==> config.mk <==
export PLATFORM = sky130hd
export DESIGN_NAME = chnl_arbiter
export DESIGN_NICKNAME = d
export VERILOG_FILES = /design/src/rtl/chnl_pkg.sv /design/src/rtl/rr_pick.sv /design/src/rtl/chnl_arbiter.sv
export SDC_FILE = /design/constraint.sdc
export NUM_CORES = 1
export LEC_CHECK = 0
export ABC_CLOCK_PERIOD_IN_PS = 4350
export CAP_MARGIN = 15
export CORE_MARGIN = 2
export CORE_UTILIZATION = 29
export CTS_CLUSTER_DIAMETER = 60
export DETAILED_ROUTE_END_ITERATION = 8
export HOLD_SLACK_MARGIN = 0.1
export MAX_ROUTING_LAYER = met4
export PLACE_DENSITY_LB_ADDON = 0.08
export SLEW_MARGIN = 20
export SYNTH_ARGS = -nofsm -noshare
export SYNTH_HDL_FRONTEND = slang
export SYNTH_SLANG_ARGS = --single-unit
==> constraint.sdc <==
create_clock -name clk_i -period 4.35 [get_ports clk_i]
set_input_delay 0.6525 -clock clk_i [delete_from_list [all_inputs] [get_ports clk_i]]
set_output_delay 0.6525 -clock clk_i [all_outputs]
set_load 0.01 [all_outputs]
==> src/rtl/chnl_pkg.sv <==
// Shared definitions for the channel arbiter: FSM state encoding and the
// grant-index width helper.
package chnl_pkg;

    typedef enum logic {
        StIdle  = 1'b0,
        StGrant = 1'b1
    } state_e;

    // Index width, never narrower than one bit.
    function automatic int unsigned calc_idw(int unsigned n);
        return (n <= 2) ? 1 : $clog2(n);
    endfunction

endpackage

==> src/rtl/rr_pick.sv <==
// Combinational round-robin picker: first set request at or after ptr,
// searching upward modulo N.
module rr_pick import chnl_pkg::*; #(
    parameter int unsigned N = 4,
    localparam int unsigned IDW = calc_idw(N)
) (
    input  logic [N-1:0]   req,
    input  logic [IDW-1:0] ptr,
    output logic           any,
    output logic [IDW-1:0] idx
);

    logic [2*N-1:0] dbl;
    logic [N-1:0]   rot;
    logic           hit;
    int unsigned    off;

    always_comb begin
        // Rotate so that bit 0 of rot is the request at ptr.
        dbl = {req, req} >> ptr;
        rot = dbl[N-1:0];
        hit = 1'b0;
        off = 0;
        for (int unsigned i = 0; i < N; i++) begin
            if (rot[i] && !hit) begin
                hit = 1'b1;
                off = i;
            end
        end
        any = |req;
        idx = IDW'((32'(ptr) + off) % N);
    end

endmodule

==> src/rtl/chnl_arbiter.sv <==
// Round-robin merge of N valid/ready streams onto one output, with grants
// bounded to BURST beats (0 = until the granted stream's valid drops).
module chnl_arbiter import chnl_pkg::*; #(
    parameter int unsigned N     = 4,
    parameter int unsigned WIDTH = 32,
    parameter int unsigned BURST = 8,
    localparam int unsigned IDW  = calc_idw(N)
) (
    input  logic               clk_i,
    input  logic               rstn_i,
    input  logic               en_i,
    input  logic [N-1:0]       in_val_i,
    input  logic [N*WIDTH-1:0] in_data_i,
    output logic [N-1:0]       in_rdy_o,
    output logic               out_val_o,
    output logic [WIDTH-1:0]   out_data_o,
    output logic [IDW-1:0]     out_id_o,
    input  logic               out_rdy_i
);

    localparam int unsigned   CW       = (BURST == 0) ? 1 : $clog2(BURST + 1);
    localparam logic [CW-1:0] LastBeat = CW'(BURST - 1);
    localparam logic [IDW-1:0] LastIdx = IDW'(N - 1);

    state_e           state_q, state_d;
    logic [IDW-1:0]   grant_q, grant_d;
    logic [IDW-1:0]   ptr_q, ptr_d;
    logic [CW-1:0]    beat_q, beat_d;

    logic             pick_any;
    logic [IDW-1:0]   pick_idx;
    logic             sel_val;
    logic             xfer;
    logic [WIDTH-1:0] lane [N];

    for (genvar k = 0; k < N; k++) begin : g_lane
        assign lane[k] = in_data_i[k*WIDTH +: WIDTH];
    end

    rr_pick #(
        .N (N)
    ) u_rr_pick (
        .req (in_val_i),
        .ptr (ptr_q),
        .any (pick_any),
        .idx (pick_idx)
    );

    // Output path is combinational off the granted stream; en_i gates it at once.
    always_comb begin
        sel_val    = in_val_i[grant_q];
        xfer       = (state_q == StGrant) && en_i && sel_val && out_rdy_i;
        out_val_o  = 1'b0;
        in_rdy_o   = '0;
        out_data_o = lane[grant_q];
        out_id_o   = grant_q;
        if (state_q == StGrant && en_i) begin
            out_val_o          = sel_val;
            in_rdy_o[grant_q]  = out_rdy_i;
        end
    end

    always_comb begin
        state_d = state_q;
        grant_d = grant_q;
        ptr_d   = ptr_q;
        beat_d  = beat_q;
        case (state_q)
            StIdle: begin
                if (en_i && pick_any) begin
                    grant_d = pick_idx;
                    beat_d  = '0;
                    state_d = StGrant;
                end
            end
            StGrant: begin
                if (xfer) begin
                    beat_d = beat_q + 1'b1;
                end
                if (!en_i || !sel_val || (BURST != 0 && xfer && beat_q == LastBeat)) begin
                    state_d = StIdle;
                    ptr_d   = (grant_q == LastIdx) ? '0 : grant_q + 1'b1;
                end
            end
            default: state_d = StIdle;
        endcase
    end

    always_ff @(posedge clk_i or negedge rstn_i) begin
        if (!rstn_i) begin
            state_q <= StIdle;
            grant_q <= '0;
            ptr_q   <= '0;
            beat_q  <= '0;
        end else begin
            state_q <= state_d;
            grant_q <= grant_d;
            ptr_q   <= ptr_d;
            beat_q  <= beat_d;
        end
    end

endmodule

==> reports/results.ini, run 1 <==
[worst_setup_path]
startpoint_type = input pin
endpoint = out_val_o
startpoint = in_val_i[3]
crit_path_frequent_cell = clkdlybuf4s50_1
slowest_delay_ps = 620
crit_cells = 4
path_buf_inv = 2
cp_slowest_cell = mux4_2
path_delay_family = buffers and inverters
crit_arrival_ps = 2500
criticalPathCategory = in2out
rrSetupSlack_ps = 2170
cp_cell_sequence = clkdlybuf4s50_1 -> mux4_2 -> and3_1 -> clkdlybuf4s50_1
r2r-start = out_id_o[0]$_DFFE_PN0P_
cp-end-kind = output port
path_max_fanout = 8
rr_endpoint = ptr_q[0]$_DFFE_PN0P_
cp.required_ps = 3700
r2r_cells = 3

[place]
place_hpwl_mm = 6.06
io_buffers = 174
gp_congestion = 0.789
placed_area_sq_um = 3280
dp_slack_ps = 1220
dp.cells = 353

[synthesis]
synth_xor_xnor_area_share_pct = 1.77
yosys.area_share.adder_pct = 5.06
avgSynthCellArea_sq_um = 12.6
synth_compound_area_share_pct = 6.66
synthCells = 118
synth_simple_gate_area_share_pct = 13.0
ys_ff_latch = 9
post_synth_num_cell_types = 33
synth_area_leaders = mux4_2 (50%), dfrtp_1 (15%), ha_1 (5.1%)
synth_area_sq_um = 1480
synth_top_family_by_area = multiplexers
async_flop_share_pct = 100
synth_top_cell_by_area = mux4_2
synthMuxAreaShare_pct = 53.7
synth-seq-area-share_pct = 15.2
synth-edff-count = 0
yosysTopAreaCellShare_pct = 50.1
ys_warn_count = 0
synth_ff_type = dfrtp_1
syn_nets = 260

[power]
power_density_nw_per_um2 = 450
p_seq_share_pct = 13.6
p_comb_share_pct = 80.0
ir_worst_vdd_mv = 0.252
sw_frac_of_total_pct = 38.5
clock_power_share_pct = 6.4
intPower_mw = 0.920
p_leak_nw = 1.25
p_sw_mw = 0.576

[sta]
finalHoldViolCount = 0
fmax_mhz = 317
fin_crit_sh_pct = 72.5
post-route-min-period_ps = 3160
finalSetupViolations = 0
relSlewSlack_pct = 52.9
fin_setup_tns_ps = 0
worst_pin_slew_ps = 707
finClkSkew_ps = 0.973
rsz0062_at_grt = false
slew_viol_final = 0
layout_setup_ws_ps = 1190

[layout]
final_common_cell = clkdlybuf4s50_1
mostFrequentLayoutCells = clkdlybuf4s50_1 (174), mux4_2 (33), dfrtp_1 (8)
final_nets = 430
area_delta_synth_final_pct = 124
design_area_sq_um = 3320
drive_gt1_share_pct = 15.0
finalNonFillerCells = 357
antenna_cells = 0
nFillCells = 390

[global_routing]
grt_max_degree = 35
grt_pass1_wl_mm = 9.85
grt.total_usage_pct = 24.6
grt_pass1_vias = 1754
antenna_found_initial = 0
gr-total-overflow = 0

[cts]
cts_htree_levels = 1
cts_tree = yes
post_cts_resize_count = 0
cts_setup_buffers = 0
cts.clk_slew.worst_paths_ps = 40
numCtsBuffers = 3
hold_buffers = 0
clk_latency_ps = 230
cts_buffer_depth = 2
cts_root_buf = clkbuf_8
clkSinkCount = 9

[routing]
routed_wl_mm = 7.28
drtIter0Drc = 49
via_per_inst = 5.02
drc = 0
ant_nets = 0
drt-pass1-iter-count = 4
drt-wirelength-per-cell_um = 20.4
num_vias = 1793

[floorplanning]
die_x_um = 75.5
rows = 26
coreArea_sq_um = 5010
ios = 175
die_height_um = 75.5
start_util_pct = 29.6
die_area_sq_um = 5710

[hold_path]
hold_path.class = reg2reg

[outcome]
run_status = finished, final reports clean

[job]
cap_violations = 0

-- layer usage --
| metal | routed length [um] | up-vias | track usage (%) | part of all wire, % |
|---|---|---|---|---|
| li1 | - | 825 | - | - |
| met1 | 2820 | 863 | 31.5 | 39 |
| met2 | 3440 | 99 | 38.4 | 47 |
| met3 | 945 | 6 | 9.52 | 13 |
| met4 | 74 | 0 | 2.73 | 1.0 |
| met5 | 0 | - | - | 0 |
-- how the worst min path moves through the flow --
stage / end / from / slack [ps] / depth (start not counted)
after floorplan: beat_q[0]$_DFFE_PN0P_ / rstn_i / 360 / 0
after global placement: beat_q[0]$_DFFE_PN0P_ / beat_q[0]$_DFFE_PN0P_ / 500 / 1
after detailed placement: beat_q[0]$_DFFE_PN0P_ / beat_q[0]$_DFFE_PN0P_ / 500 / 1
after CTS: beat_q[0]$_DFFE_PN0P_ / beat_q[0]$_DFFE_PN0P_ / 530 / 1
after global routing: beat_q[0]$_DFFE_PN0P_ / beat_q[0]$_DFFE_PN0P_ / 590 / 1
final: beat_q[0]$_DFFE_PN0P_ / beat_q[0]$_DFFE_PN0P_ / 520 / 1
-- sequential cells by signal, summed over array words and instances, names as in the netlist --
register / cells
ptr_q: 2
out_id_o: 2
state_q: 1
beat_q: 4
-- cell families after synthesis --
logic type | Yosys count
AO/OA/AOI/OAI | 12
XOR/XNOR | 3
adder cells (fa/ha/maj) | 6
buffers and inverters | 15
flip-flops | 9
multiplexers | 38
AND/OR/NAND/NOR | 35
-- through the flow --
| stage | util (%) | hold slack, ps | power [mW] |
|---|---|---|---|
| 2_1_floorplan | - | 357 | 0.811 |
| 3_3_place_gp | 65.5 | 496 | 1.40 |
| 3_5_place_dp | 65.5 | 504 | 1.39 |
| 4_1_cts | 66.4 | 528 | 1.51 |
| 5_1_grt | 66.4 | 595 | 1.61 |
| 6_report | 66.4 | 520 | 1.50 |
-- worst reg2reg max path, stage by stage (launching register included) --
cell,delay [ps]
dfrtp_2,820
mux4_2,690
a31oi_4,220
mux2_1,330
-- power by group through the flow --
stage | Clock [mW] | Sequential [mW] | Combinational (mW)
3_5_place_dp | 0 | 0.208 | 1.18
2_1_floorplan | 0 | 0.133 | 0.678
6_report | 0.0956 | 0.203 | 1.20
3_3_place_gp | 0 | 0.207 | 1.19
4_1_cts | 0.0993 | 0.208 | 1.20
5_1_grt | 0.106 | 0.221 | 1.28
-- cell usage after synthesis (2+ instances only) --
library cell and n:
mux2_1 2, buf_2 3, nand2_1 5, nor2b_1 5, inv_1 3, and3_1 3, nand3_1 2, clkbuf_1 7
o21ai_0 4, mux4_2 33, mux2i_1 2, nor2_1 7, and2_1 4, nand2b_1 3, o221ai_1 2, ha_1 6
xor2_1 3, dfrtp_1 9
-- layout make-up --
cell class              instances  area, sq um  share of cell area, %
inverters                       3         11.3                  0.339
repair buffers                177         1760                   53.1
flip-flops and latches          9          226                   6.81
well taps                      70         87.6                   2.63
clock buffers                   4         45.0                   1.35
multi-input cells              94         1190                   35.8
No activity file was read; power rests on OpenSTA's default activity.
==> run 2, diff against run 1 <==
Settings changed: ABC_CLOCK_PERIOD_IN_PS 4350 to 2850, CORE_UTILIZATION 29 to 25.
Clock period 4.35 ns to 2.85 ns, I/O delays scaled along.
==> reports/results.ini, run 2 (synthesized netlist as in run 1, its figures left out) <==
[cts]
cts_root_buf = clkbuf_8
cts_tree = yes
cts_htree_levels = 1
post_cts_resize_count = 0
cts_buffer_depth = 2
numCtsBuffers = 3
clkSinkCount = 9
cts.clk_slew.worst_paths_ps = 50
clk_latency_ps = 230
cts_setup_buffers = 0
hold_buffers = 0

[floorplanning]
rows = 28
die_height_um = 81.0
ios = 175
coreArea_sq_um = 5820
die_x_um = 81.0
die_area_sq_um = 6570
start_util_pct = 25.5

[sta]
fmax_mhz = 387
fin_setup_tns_ps = 0
layout_setup_ws_ps = 266
slew_viol_final = 0
finClkSkew_ps = 3.41
relSlewSlack_pct = 72.7
post-route-min-period_ps = 2580
finalSetupViolations = 0
timing.hold.ws_ps = 493
finalHoldViolCount = 0
worst_pin_slew_ps = 408
fin_crit_sh_pct = 90.7
rsz0062_at_grt = false

[power]
ir_worst_vdd_mv = 0.450
sw_frac_of_total_pct = 37.0
p_comb_share_pct = 83.6
power_density_nw_per_um2 = 683
p_seq_share_pct = 10.0
p_leak_nw = 1.28
p_sw_mw = 0.856
intPower_mw = 1.46
clock_power_share_pct = 6.4

[place]
placed_area_sq_um = 3340
io_buffers = 174
gp_congestion = 0.802
place_hpwl_mm = 6.33
dp_slack_ps = 268

[worst_setup_path]
cp_cell_sequence = clkdlybuf4s50_1 -> mux4_2 -> and3_1 -> clkdlybuf4s50_1
criticalPathCategory = in2out
startpoint_type = input pin
slowest_delay_ps = 530
cp.required_ps = 2420
cp_slowest_cell = mux4_2
crit_arrival_ps = 2160
crit_path_frequent_cell = clkdlybuf4s50_1
cp-end-kind = output port
path_max_fanout = 8

[layout]
final_common_cell = clkdlybuf4s50_1
area_delta_synth_final_pct = 128
multi_input_area_sq_um = 1190
antenna_cells = 0
drive_gt1_share_pct = 16.5
final_nets = 434
design_area_sq_um = 3390
mostFrequentLayoutCells = clkdlybuf4s50_1 (174), mux4_2 (33), dfrtp_1 (8)
largest_register = beat_q
seq_area_sq_um = 226
largest_reg_flops = 4
final_util_pct = 58.2
nFillCells = 522

[global_routing]
grt_pass1_vias = 1771
grt_pass1_wl_mm = 10.1
grt.total_usage_pct = 21.5
gr-usage-met2_pct = 38.3
use_met3_pct = 5.00
grt_max_degree = 37
gr-total-overflow = 0
antenna_found_initial = 0
grt_use_met1_pct = 23.7
grt_busiest_layer = met2

[job]
cap_violations = 0

[routing]
drt-wirelength-per-cell_um = 20.0
num_vias = 1801
via_per_inst = 4.92
routed_wl_mm = 7.32
drt-pass1-iter-count = 3
drtIter0Drc = 37
ant_nets = 0
drc = 0

[outcome]
run_status = finished, final reports clean

[hold_path]
hold_path.class = in2async

==> run 2: metal layers <==
layer | vias up | wire [um] | part of all wire, %
li1 | 831 | - | -
met1 | 871 | 2660 | 36
met2 | 81 | 3780 | 52
met3 | 18 | 637 | 8.7
met4 | 0 | 244 | 3.3
met5 | - | 0 | 0
==> run 2: cell type report <==
class,instances,share of cell area [%]
timing repair buffer,181,53.7
multi-input combinational,94,35.1
sequential,9,6.69
tap,75,2.77
clock buffer,3,1.22
inverter,3,0.332
clock inverter,1,0.148
==> run 2: worst max-delay path, delay by kind of cell <==
kind / cells / cell delay (ps)
buffers and inverters: 2 / 990
muxes: 1 / 530
and+or+nand+nor: 1 / 210
==> run 2: worst paths after layout <==
kind                                       start                      end  slack [ps]  cells past startpoint
setup reg to reg            ptr_q[0]$_DFFE_PN0P_  out_id_o[1]$_DFFE_PN0P_         870                      8
setup / recovery                     in_val_i[1]                out_val_o         270                      4
max in group asynchronous                 rstn_i  out_id_o[0]$_DFFE_PN0P_        2050                      1
hold / removal                            rstn_i    beat_q[3]$_DFFE_PN0P_         490                      1
min in group clk_i         beat_q[0]$_DFFE_PN0P_    beat_q[0]$_DFFE_PN0P_         500                      1
hold reg to reg            beat_q[0]$_DFFE_PN0P_    beat_q[0]$_DFFE_PN0P_         500                      1
==> run 2: power groups by stage <==
stage | clock network, mW | registers (mW) | logic [mW]
floorplan | 0 | 0.203 | 1.03
global placement | 0 | 0.233 | 1.95
detailed placement | 0 | 0.234 | 1.96
CTS | 0.149 | 0.232 | 1.96
global route | 0.159 | 0.240 | 2.05
finish | 0.147 | 0.232 | 1.93
==> run 2: per-stage QoR <==
step	power, mW	instances
floorplan	1.24	118
global placement	2.18	362
detailed placement	2.19	362
CTS	2.34	366
global route	2.45	366
finish	2.31	366
